## src/rtl/ex_muldiv_unit.sv

```systemverilog
// ============================================================================
// ex_muldiv_unit
// ----------------------------------------------------------------------------
// Iterative multiply/divide unit for the EX stage. It takes decoded operands
// and the mul/div control field from the ID/EX register. It produces a
// 2*WIDTH-bit product, or a quotient/remainder pair, in the architectural
// HI/LO registers. While an operation is in flight, busy stays high so that
// hazard logic stalls the front end.
//
// Multiply : shift-add. The multiplier is consumed LSB first and the
//            multiplicand is shifted left into a 2*WIDTH-bit accumulator.
// Divide   : restoring division on a {rem, quot} register pair.
// Signed ops run on operand magnitudes. A single FIX state then applies the
// sign correction and writes HI/LO.
//
// Optional build macro:
//   MULDIV_EARLY_OUT_EN - a multiply leaves CALC as soon as no multiplier
//                         bits remain. The result is identical; only the
//                         latency changes.
//
// Ports:
//   clk          in   pipeline clock, rising edge
//   rst          in   asynchronous active-low reset
//   start        in   launch request, sampled only in IDLE
//   op[1:0]      in   00 MULTU, 01 MULT, 10 DIVU, 11 DIV
//   opa          in   multiplicand / dividend (rs)
//   opb          in   multiplier / divisor (rt)
//   flush        in   synchronous abort of an in-flight operation
//   busy         out  operation in progress (stall request)
//   done         out  one-cycle pulse: HI/LO were written on this edge
//   div_by_zero  out  qualifies done: divide with opb = 0
//   hi           out  product upper half or remainder
//   lo           out  product lower half or quotient
// ============================================================================
module ex_muldiv_unit #(
    parameter int WIDTH = 32,
    parameter int CNT_W = 6
) (
    input  logic             clk,
    input  logic             rst,
    input  logic             start,
    input  logic [1:0]       op,
    input  logic [WIDTH-1:0] opa,
    input  logic [WIDTH-1:0] opb,
    input  logic             flush,
    output logic             busy,
    output logic             done,
    output logic             div_by_zero,
    output logic [WIDTH-1:0] hi,
    output logic [WIDTH-1:0] lo
);

    localparam int              W2   = 2 * WIDTH;
    localparam logic [CNT_W-1:0] LAST = CNT_W'(WIDTH - 1);

    typedef enum logic [1:0] {
        IDLE = 2'd0,
        CALC = 2'd1,
        FIX  = 2'd2
    } state_t;

    state_t           state;
    logic [1:0]       op_q;
    logic             sign_a;
    logic             sign_b;
    logic             dz_q;
    logic [CNT_W-1:0] cnt;
    // In a multiply, mcand holds the left-shifting multiplicand. In a divide,
    // its low half keeps the dividend magnitude, which the divide-by-zero
    // result needs.
    logic [W2-1:0]    mcand;
    // In a multiply, mplier holds the right-shifting multiplier. In a divide,
    // it holds the divisor magnitude.
    logic [WIDTH-1:0] mplier;
    // In a multiply, acc is the product. In a divide, it is {rem, quot}.
    logic [W2-1:0]    acc;

    // ------------------------------------------------------------------
    // Operand magnitudes at launch
    // ------------------------------------------------------------------
    logic             in_sign_a;
    logic             in_sign_b;
    logic [WIDTH-1:0] in_mag_a;
    logic [WIDTH-1:0] in_mag_b;

    always_comb begin
        in_sign_a = op[0] & opa[WIDTH-1];
        in_sign_b = op[0] & opb[WIDTH-1];
        // The magnitude of the most negative value wraps to itself. Read as
        // unsigned, that is the correct magnitude.
        in_mag_a  = in_sign_a ? -opa : opa;
        in_mag_b  = in_sign_b ? -opb : opb;
    end

    // ------------------------------------------------------------------
    // One iteration step for each operation class
    // ------------------------------------------------------------------
    logic [W2-1:0]    mul_acc_nxt;
    logic [WIDTH-1:0] mplier_sh;
    logic             mul_last;
    logic [WIDTH:0]   rem_sh;
    logic             no_borrow;
    logic [WIDTH-1:0] rem_diff;
    logic [W2-1:0]    div_acc_nxt;

    // NOTE: every signal driven in an always_comb gets a value on every path
    // (defaults first, or a full if/else). Otherwise synthesis infers a latch.
    always_comb begin
        mul_acc_nxt = mplier[0] ? (acc + mcand) : acc;
        mplier_sh   = mplier >> 1;

        // The remainder shifted left by one needs WIDTH+1 bits. The old
        // remainder can be as large as divisor-1, so doubling it can carry
        // out of WIDTH bits.
        rem_sh    = acc[W2-1:WIDTH-1];
        no_borrow = (rem_sh >= {1'b0, mplier});
        // The difference is below the divisor, so it fits in WIDTH bits.
        rem_diff  = rem_sh[WIDTH-1:0] - mplier;
        if (no_borrow) begin
            div_acc_nxt = {rem_diff, acc[WIDTH-2:0], 1'b1};
        end else begin
            div_acc_nxt = {rem_sh[WIDTH-1:0], acc[WIDTH-2:0], 1'b0};
        end
    end

`ifdef MULDIV_EARLY_OUT_EN
    // Stop once this edge has consumed the last set multiplier bit. The
    // remaining iterations would only add zero.
    assign mul_last = (mplier_sh == '0) || (cnt == LAST);
`else
    assign mul_last = (cnt == LAST);
`endif

    // ------------------------------------------------------------------
    // Sign correction applied in FIX
    // ------------------------------------------------------------------
    logic [W2-1:0]    prod_fix;
    logic [WIDTH-1:0] quot_fix;
    logic [WIDTH-1:0] rem_fix;
    logic [WIDTH-1:0] dz_hi;

    always_comb begin
        // sign_a and sign_b are latched as zero for unsigned ops, so these
        // conditions already cover the signedness.
        prod_fix = (sign_a ^ sign_b) ? -acc : acc;
        quot_fix = (sign_a ^ sign_b) ? -acc[WIDTH-1:0] : acc[WIDTH-1:0];
        rem_fix  = sign_a ? -acc[W2-1:WIDTH] : acc[W2-1:WIDTH];
        // Negating the magnitude again recovers the original opa bit pattern.
        dz_hi    = sign_a ? -mcand[WIDTH-1:0] : mcand[WIDTH-1:0];
    end

    // ------------------------------------------------------------------
    // Control FSM and datapath registers
    // ------------------------------------------------------------------
    // NOTE: sequential state uses non-blocking (<=) assignments only. Every
    // register then samples pre-edge values, whatever order the statements
    // appear in.
    always_ff @(posedge clk or negedge rst) begin
        if (!rst) begin
            state       <= IDLE;
            op_q        <= 2'b00;
            sign_a      <= 1'b0;
            sign_b      <= 1'b0;
            dz_q        <= 1'b0;
            cnt         <= '0;
            mcand       <= '0;
            mplier      <= '0;
            acc         <= '0;
            busy        <= 1'b0;
            done        <= 1'b0;
            div_by_zero <= 1'b0;
            hi          <= '0;
            lo          <= '0;
        end else begin
            // done and div_by_zero are single-cycle qualifiers. FIX raises
            // them; every other edge clears them.
            done        <= 1'b0;
            div_by_zero <= 1'b0;

            case (state)
                IDLE: begin
                    if (start && !flush) begin
                        op_q   <= op;
                        sign_a <= in_sign_a;
                        sign_b <= in_sign_b;
                        dz_q   <= op[1] && (opb == '0);
                        mcand  <= {{WIDTH{1'b0}}, in_mag_a};
                        mplier <= in_mag_b;
                        // A divide starts with the dividend in the quotient
                        // half. A multiply starts from a zero product.
                        acc    <= op[1] ? {{WIDTH{1'b0}}, in_mag_a} : '0;
                        cnt    <= '0;
                        busy   <= 1'b1;
                        state  <= CALC;
                    end
                end

                CALC: begin
                    if (flush) begin
                        busy  <= 1'b0;
                        state <= IDLE;
                    end else begin
                        cnt <= cnt + CNT_W'(1);
                        if (op_q[1]) begin
                            if (dz_q) begin
                                state <= FIX;
                            end else begin
                                acc <= div_acc_nxt;
                                if (cnt == LAST) begin
                                    state <= FIX;
                                end
                            end
                        end else begin
                            acc    <= mul_acc_nxt;
                            mcand  <= mcand << 1;
                            mplier <= mplier_sh;
                            if (mul_last) begin
                                state <= FIX;
                            end
                        end
                    end
                end

                FIX: begin
                    busy  <= 1'b0;
                    state <= IDLE;
                    if (!flush) begin
                        done <= 1'b1;
                        if (!op_q[1]) begin
                            hi <= prod_fix[W2-1:WIDTH];
                            lo <= prod_fix[WIDTH-1:0];
                        end else if (dz_q) begin
                            hi          <= dz_hi;
                            lo          <= '1;
                            div_by_zero <= 1'b1;
                        end else begin
                            hi <= rem_fix;
                            lo <= quot_fix;
                        end
                    end
                end

                default: begin
                    busy  <= 1'b0;
                    state <= IDLE;
                end
            endcase
        end
    end

endmodule

```

## config.mk

```make
export PLATFORM = sky130hd
export DESIGN_NAME = ex_muldiv_unit
export DESIGN_NICKNAME = d
export VERILOG_FILES = /design/src/rtl/ex_muldiv_unit.sv
export SDC_FILE = /design/constraint.sdc
export NUM_CORES = 1
export LEC_CHECK = 0
export ABC_AREA = 1
export BUFFER_PORTS_ARGS = -buffer_cell sky130_fd_sc_hd__buf_2
export CELL_PAD_IN_SITES_DETAIL_PLACEMENT = 0
export CELL_PAD_IN_SITES_GLOBAL_PLACEMENT = 2
export CORE_MARGIN = 2
export CORE_UTILIZATION = 30
export CTS_BUF_LIST = sky130_fd_sc_hd__clkbuf_4 sky130_fd_sc_hd__clkbuf_8
export DETAILED_ROUTE_END_ITERATION = 7
export GPL_ROUTABILITY_DRIVEN = 0
export GPL_TIMING_DRIVEN = 0
export PLACE_DENSITY_LB_ADDON = 0.1
export SLEW_MARGIN = 20
export SYNTH_ARGS = -nofsm -noshare
export SYNTH_HDL_FRONTEND = slang
export SYNTH_SLANG_ARGS = --single-unit
```

## constraint.sdc

```tcl
create_clock -name clk -period 2.2 [get_ports clk]
set_input_delay 0.33 -clock clk [delete_from_list [all_inputs] [get_ports clk]]
set_output_delay 0.33 -clock clk [all_outputs]
set_load 0.02 [all_outputs]
```

==> results of run 1 <==
## area by class of cell
type / instances / area (um^2)
Multi-Input combinational cell: 3382 / 20600
Sequential cell: 239 / 6110
Antenna cell: 1 / 2.50
Clock buffer: 65 / 845
Timing Repair Buffer: 400 / 3150
Inverter: 777 / 3050
Tap cell: 1144 / 1430
Clock inverter: 21 / 314
Buffer: 135 / 801
Fill cell: 9338 / 48400
## stage by stage
step	power (mW)	setup slack [ns]
floorplan	30.0	0.0937
global route	73.7	-0.363
CTS	60.0	-0.284
detailed placement	45.6	-1.36
global placement	45.7	-4.30
finish	70.0	-0.325
## Yosys cell counts, types with 42 or more instances
cell type  instances
nand2_1         1582
inv_1            762
nand3_1          429
nor2_1           412
o21ai_0          245
dfrtp_1          239
a21oi_1          218
ha_1             101
clkbuf_1          78
xor2_1            72
nor3_1            60
nand4_1           42
## cells by family (layout without fill, tap and decap cells)
kind of cell | after synthesis | after routing | share of synthesized area
adder cells (fa/ha/maj) | 103 | 103 | 0.0510
flip-flops | 239 | 239 | 0.234
other | 0 | 1 | 0
buffers and inverters | 914 | 1398 | 0.138
AO/OA/AOI/OAI | 609 | 609 | 0.132
XOR/XNOR | 76 | 76 | 0.0260
AND/OR/NAND/NOR | 2594 | 2594 | 0.419
## worst register-to-register path, cell delays in order (launching register included)
cell and delay [ns]:
dfrtp_1 0.37, clkinvlp_4 0.25, ha_4 0.38, inv_4 0.04, nor2_4 0.15, nand2_2 0.08, nor2_2 0.11, nand3_2 0.10
nor2_4 0.13, nor2_4 0.07, buf_6 0.13, nand2_8 0.13, clkbuf_16 0.20, nand3_4 0.11, nand2_2 0.10, nand3_2 0.07
nand2_1 0.07
## timing repair
item	CTS	global route
setup endpoints to repair	221	192
gates resized for setup	720	761
pin swaps	72	258
hold endpoints to repair	95	0
hold buffers	3	0
setup buffers	126	132
cloned	2	1
## final timing paths
check / startpoint / endpoint / slack (ns) / cells after the start
setup / recovery: mplier[31]$_DFFE_PN0P_ / acc[63]$_DFFE_PN0P_ / -0.33 / 16
hold / removal: opb[28] / mplier[28]$_DFFE_PN0P_ / 0.04 / 5
max in group asynchronous: rst / lo[31]$_DFFE_PN0P_ / 0.92 / 4
hold reg to reg: hi[28]$_DFFE_PN0P_ / hi[28]$_DFFE_PN0P_ / 0.47 / 2
setup reg to reg: mplier[31]$_DFFE_PN0P_ / acc[63]$_DFFE_PN0P_ / -0.33 / 16
min in group asynchronous: rst / acc[56]$_DFFE_PN0P_ / 0.09 / 2
## cell usage in the layout, fill, tap and decap left out, types with 88 or more instances in the layout
master / synthesis / layout
a21oi_1: 218 / 178
buf_2: 35 / 166
buf_4: 3 / 207
dfrtp_1: 239 / 151
inv_1: 762 / 686
nand2_1: 1582 / 1316
nand2_2: 5 / 194
nand3_1: 429 / 287
nand3_2: 2 / 109
nor2_1: 412 / 249
nor2_2: 16 / 88
nor2_4: 5 / 96
o21ai_0: 245 / 184
## registers in the layout, summed over array words and instances (netlist names)
signal,cells
div_by_zero,1
cnt,6
lo,32
acc,64
done,1
dz_q,1
mplier,32
hi,32
sign_b,1
state,2
busy,1
mcand,64
sign_a,1
op_q,1
## metal layers
layer,global-route usage,vias up,wire length (um)
li1,-,15229,-
met1,0.449,15233,65900
met2,0.505,1147,64900
met3,0.0554,248,10500
met4,0.139,2,7050
met5,0,-,7
## power by group through the flow
stage                     Clock [mW]  Sequential [mW]  Combinational [mW]
after floorplan                    0             7.23                22.8
after global placement             0             8.59                37.1
after detailed placement           0             8.60                37.0
after CTS                       5.89             8.50                45.6
after global routing            6.08             8.60                59.0
final                           5.83             8.54                55.7
==> key figures, run 1 <==
GRT
  • Total GRT Usage: 0.327
  • Grt ovf: 0
  • Number of global-route vias before repair: 29075
  • Global-route wire length before repair: about 200000 um
  • Initial antenna violation count: 7
  • Largest net degree at the start of global routing: 83

Power
  • Switching Share: 0.590
  • Logic pwr share: 0.795
  • Sequential share of power: 0.122
  • VDD IR-drop max: 0.692 mV
  • Clock power frac: 0.083
  • P per Cell Area: roughly 1900 mW/mm^2
  • Int Power: 28.7 mW
  • Leak Pwr: between 15 and 20 nW
  • Switching pwr: 41.4 mW

Drt
  • Routed Antenna Nets: 0
  • WL/cell: 24.1 um
  • Routed wire length: 148000 um
  • First drt pass iteration count: 5
  • DRC: 0
  • Initial DRC Count: 2624
  • Vias per cell: 5.17
  • Vias: 31859

Job
  • MaxCap Viol Count: 0

Floorplan
  • Starting density of the core: 0.302
  • Area of the die: 0.0875 mm^2
  • Row count: about 110
  • I/O pins: 137
  • Core Region: between 0.08 and 0.09 mm^2
  • Die H: 296 um
  • Die width: around 300 um

Setup path
  • WP data required: 2.83 ns
  • CP arrival: 3.15 ns
  • Critical path's slowest cell: dfrtp_1
  • WP buf/inv: 4
  • Worst setup SP type: register
  • Critical Path Max Stage Delay: about 0.37 ns
  • Critical path class: register to register
  • CP delay by family, top: simple AND/OR/NAND/NOR gates
  • Cell Chain, Critical Path: clkinvlp_4 > ha_4 > inv_4 > nor2_4 > nand2_2 > nor2_2 > nand3_2 > nor2_4 > nor2_4 > buf_6 > nand2_8 > clkbuf_16 > nand3_4 > nand2_2 > nand3_2 > nand2_1
  • Crit end category: register
  • Critical path fanouts, max: 8
  • Most used cell along the critical path: nor2_4

Run status
  • Violated checks: setup timing
  • Status: complete, but fails checks

STA
  • Setup tns final: -10.89 ns
  • Final hold vios: 0
  • Final Skew: ~0.092 ns
  • Setup ws final: -0.325 ns
  • F_max: around 0.40 GHz
  • Slew headroom: 0.286
  • Worst Tran Pin Value: about 1.1 ns
  • Tcrit/Tclk final: 1.15
  • Fin. max-slew vios: 0
  • Min Hold Slack: between 0.04 and 0.05 ns
  • Crit path time final: around 2.5 ns
  • RSZ-0062 raised after global routing: yes
  • Final setup viols: 70

Logic synthesis
  • Synth unique cells: 57
  • Synth warn: 0
  • Synth top area cells: dfrtp_1, nand2_1, inv_1
  • Post-Synthesis Cells: 4535
  • Post-synthesis average cell area: between 5 and 6 um^2
  • Post-synth EDFFs: 0
  • Async set-reset flop share out of synthesis: 1.00
  • Mapped cell area: between 0.02 and 0.03 mm^2
  • Cell accounting for the most synthesized area: dfrtp_1
  • Flops & latches, synth: between 200 and 250
  • Seq/Total Area, Yosys: 0.234
  • Yosys top cell area share: 0.234
  • Top_reg_cell synth: dfrtp_1
  • Syn nets: approximately 4700

Placed design
  • Detail Placement HPWL: 118000 um
  • Dpl cells: 5817
  • PortBufs: 135
  • Placed Instance Area: 0.0278 mm^2

Cells and area
  • Area Growth Syn to Fin: 42.1%
  • Core Util, Final: 0.428
  • Final non-filler cell total: 6164
  • Share of layout cells above drive strength 1: 0.314
  • Final Instance Area: 0.0363 mm^2
  • Net count, final: 5158

Clock tree
  • Sink Count: 239
  • Clock transition at path regs: roughly 0.060 ns
  • Clock Path Buffers: 3
  • H-Tree Depth: 2
  • Num CTS Buffers: 50
  • Root buf cell: clkbuf_8
  • Worst-skew pair later-pin latency: 0.74 ns
  • CTS tree: built

Min path
  • Hold Crit Class: primary input to register
No activity file was read; power rests on OpenSTA's default activity.
==> run 2: changes to the inputs <==
--- a/config.mk
+++ b/config.mk
@@ -14,7 +14,6 @@
 export CTS_BUF_LIST = sky130_fd_sc_hd__clkbuf_4 sky130_fd_sc_hd__clkbuf_8
 export DETAILED_ROUTE_END_ITERATION = 7
 export GPL_ROUTABILITY_DRIVEN = 0
-export GPL_TIMING_DRIVEN = 0
 export PLACE_DENSITY_LB_ADDON = 0.1
 export SLEW_MARGIN = 20
 export SYNTH_ARGS = -nofsm -noshare
==> run 2 against run 1 <==
The flow still finishes with violations (setup timing). Global-route usage is 1.3 points lower. Routed wire length is 4.7% lower. Combinational power is 16% higher. Worst hold slack better by 0.011 ns. Setup slack better by 0.17 ns. Largest power group unchanged. Highest routed layer is now met4.
==> key figures, run 2 (same netlist as run 1, synthesis figures left out) <==
Run status
  • Status: complete, but fails checks
  • Violated checks: setup timing

Floorplan
  • Starting density of the core: 0.302 (unchanged)
  • Die width: 296 um (unchanged)
  • Area of the die: 0.0875 mm^2 (unchanged)
  • Row count: 107 (unchanged)
  • I/O pins: 137 (unchanged)
  • Core Region: 0.0847 mm^2 (unchanged)
  • Die H: 296 um (unchanged)

Clock tree
  • Root buf cell: clkbuf_8
  • Num CTS Buffers: 52 (+4.0%)
  • CTS tree: built
  • H-Tree Depth: 2 (unchanged)
  • Worst-skew pair later-pin latency: 0.74 ns (about the same)
  • Sink Count: 239 (unchanged)
  • Clock transition at path regs: 0.07 ns (about the same)
  • Clock Path Buffers: 3 (unchanged)

STA
  • Final setup viols: 49 (-30%)
  • Tcrit/Tclk final: 1.07 (-0.0785)
  • Crit path time final: 2.35 ns (-0.173 ns)
  • Min Hold Slack: 0.0514 ns (+0.0106 ns)
  • Fin. max-slew vios: 0 (unchanged)
  • Setup ws final: -0.153 ns (+0.173 ns)
  • Worst Tran Pin Value: 1.08 ns (+0.00526 ns)
  • Slew headroom: 0.275 (-0.0111)
  • Final hold vios: 0 (unchanged)
  • F_max: 0.425 GHz (+7.3%)
  • Setup tns final: -3.55 ns (+7.34 ns)
  • RSZ-0062 raised after global routing: yes
  • Final Skew: 0.0676 ns (-0.0245 ns)

Placed design
  • PortBufs: 136 (+0.74%)
  • Dpl cells: 6490 (+12%)
  • Detail Placement HPWL: 113000 um (-4.5%)
  • Placed Instance Area: 0.0336 mm^2 (+21%)

Power
  • Leak Pwr: 21.5 nW (+18%)
  • VDD IR-drop max: 1.17 mV (+69%)
  • P per Cell Area: 1870 mW/mm^2 (-2.8%)

Drt
  • Routed wire length: 141000 um (-4.7%)
  • DRC: 0 (unchanged)
  • Vias per cell: 4.96 (-4.0%)
  • Vias: 33371 (+4.7%)
  • Routed Antenna Nets: 0 (unchanged)
  • First drt pass iteration count: 6 (+1)
  • WL/cell: 21.0 um (-13%)
  • Initial DRC Count: 2391 (-8.9%)

Setup path
  • CP arrival: 3.03 ns (-0.12 ns)
  • WP data required: 2.88 ns (+0.05 ns)
  • Crit end category: register
  • Critical path fanouts, max: 8 (unchanged)
  • Cell Chain, Critical Path: ha_2 > nand2_4 > nor2_4 > nand2_1 > nor2_1 > nand3_2 > nor2_4 > nor2_4 > buf_12 > nand2_8 > buf_12 > nand2_1 > nand3_1 > nand3_1 > nand2_1
  • Critical Path Max Stage Delay: 0.46 ns (+0.09 ns)
  • Critical path class: register to register
  • Critical path's slowest cell: dfrtp_2
  • Worst setup SP type: register

Cells and area
  • Net count, final: 5717 (+11%)
  • Share of layout cells above drive strength 1: 0.409 (+0.0949)
  • Most common cell after layout, fill and taps aside: nand2_1
  • Final Instance Area: 0.0419 mm^2 (+15%)
  • Most frequent cells in the layout: nand2_1, buf_4, inv_1
  • Area Growth Syn to Fin: 64.0%
  • Final non-filler cell total: 6726 (+9.1%)
  • Top flop regs: acc (64), mcand (64)

Job
  • MaxCap Viol Count: 0 (unchanged)

GRT
  • Grt ovf: 0 (unchanged)
  • Largest net degree at the start of global routing: 78 (-6.0%)
  • Number of global-route vias before repair: 31386 (+7.9%)
  • Total GRT Usage: 0.314 (-0.0132)
  • Global-route wire length before repair: 203000 um (-1.1%)
  • Initial antenna violation count: 3 (-4)

Min path
  • Hold Crit Class: primary input to register
==> run 2: routing by layer <==
layer  global-route usage  part of all wire  vias to the layer above
met5                    0                 0                        -
met4                0.109             0.039                        0
met3               0.0535             0.065                      224
met2                0.495              0.45                     1002
met1                0.432              0.45                    15818
li1                     -                 -                    16327
==> run 2: final timing paths <==
kind | endpoint | cells after the start | startpoint | slack [ns]
min in group asynchronous | mplier[17]$_DFFE_PN0P_ | 2 | rst | 0.08
max reg2reg | acc[55]$_DFFE_PN0P_ | 15 | acc[45]$_DFFE_PN0P_ | -0.15
max | acc[55]$_DFFE_PN0P_ | 15 | acc[45]$_DFFE_PN0P_ | -0.15
min reg2reg | hi[22]$_DFFE_PN0P_ | 2 | hi[22]$_DFFE_PN0P_ | 0.47
min | mplier[19]$_DFFE_PN0P_ | 5 | opb[19] | 0.05
max in group asynchronous | acc[27]$_DFFE_PN0P_ | 3 | rst | 1.33
==> run 2: final cells by class <==
cell class | instances | area [um^2]
clock buffers | 78 | 992
flip-flops and latches | 239 | 6060
fillers | 8868 | 42800
multi-input cells | 3386 | 21300
inverters | 777 | 2980
repair buffers | 1088 | 8900
diodes | 1 | 2.50
well taps | 1144 | 1430
clock inverters | 13 | 205
==> run 2: report_power, final <==
group | switching [mW] | total (mW) | internal, mW
sequential | 1.89 | 7.85 | 5.96
combinational | 37.4 | 64.7 | 27.3
clock | 2.51 | 5.97 | 3.46
==> run 2: metrics by stage <==
step            util  power [mW]  setup WS (ns)
2_1_floorplan      -        30.0         0.0937
3_3_place_gp   0.396        55.2         -0.649
3_5_place_dp   0.396        55.0         -0.596
4_1_cts        0.454        68.9        -0.0945
5_1_grt        0.494        83.3         -0.244
6_report       0.494        78.6         -0.153
==> run 2: what timing repair did <==
item                       4_1_cts  5_1_grt
cloned                           3        2
hold endpoints to repair       248        0
pin swaps                      159      344
setup endpoints to repair       94       95
hold buffers                    10        0
buffers inserted                65       79
resized for setup              761      772
==> run 2: worst max-delay path, delay by kind of cell, from the launching register on <==
| kind | cells | cell delay [ns] |
|---|---|---|
| flip-flops | 1 | 0.46 |
| adder cells (fa/ha/maj) | 1 | 0.43 |
| AND/OR/NAND/NOR | 12 | 1.10 |
| buffers and inverters | 2 | 0.29 |
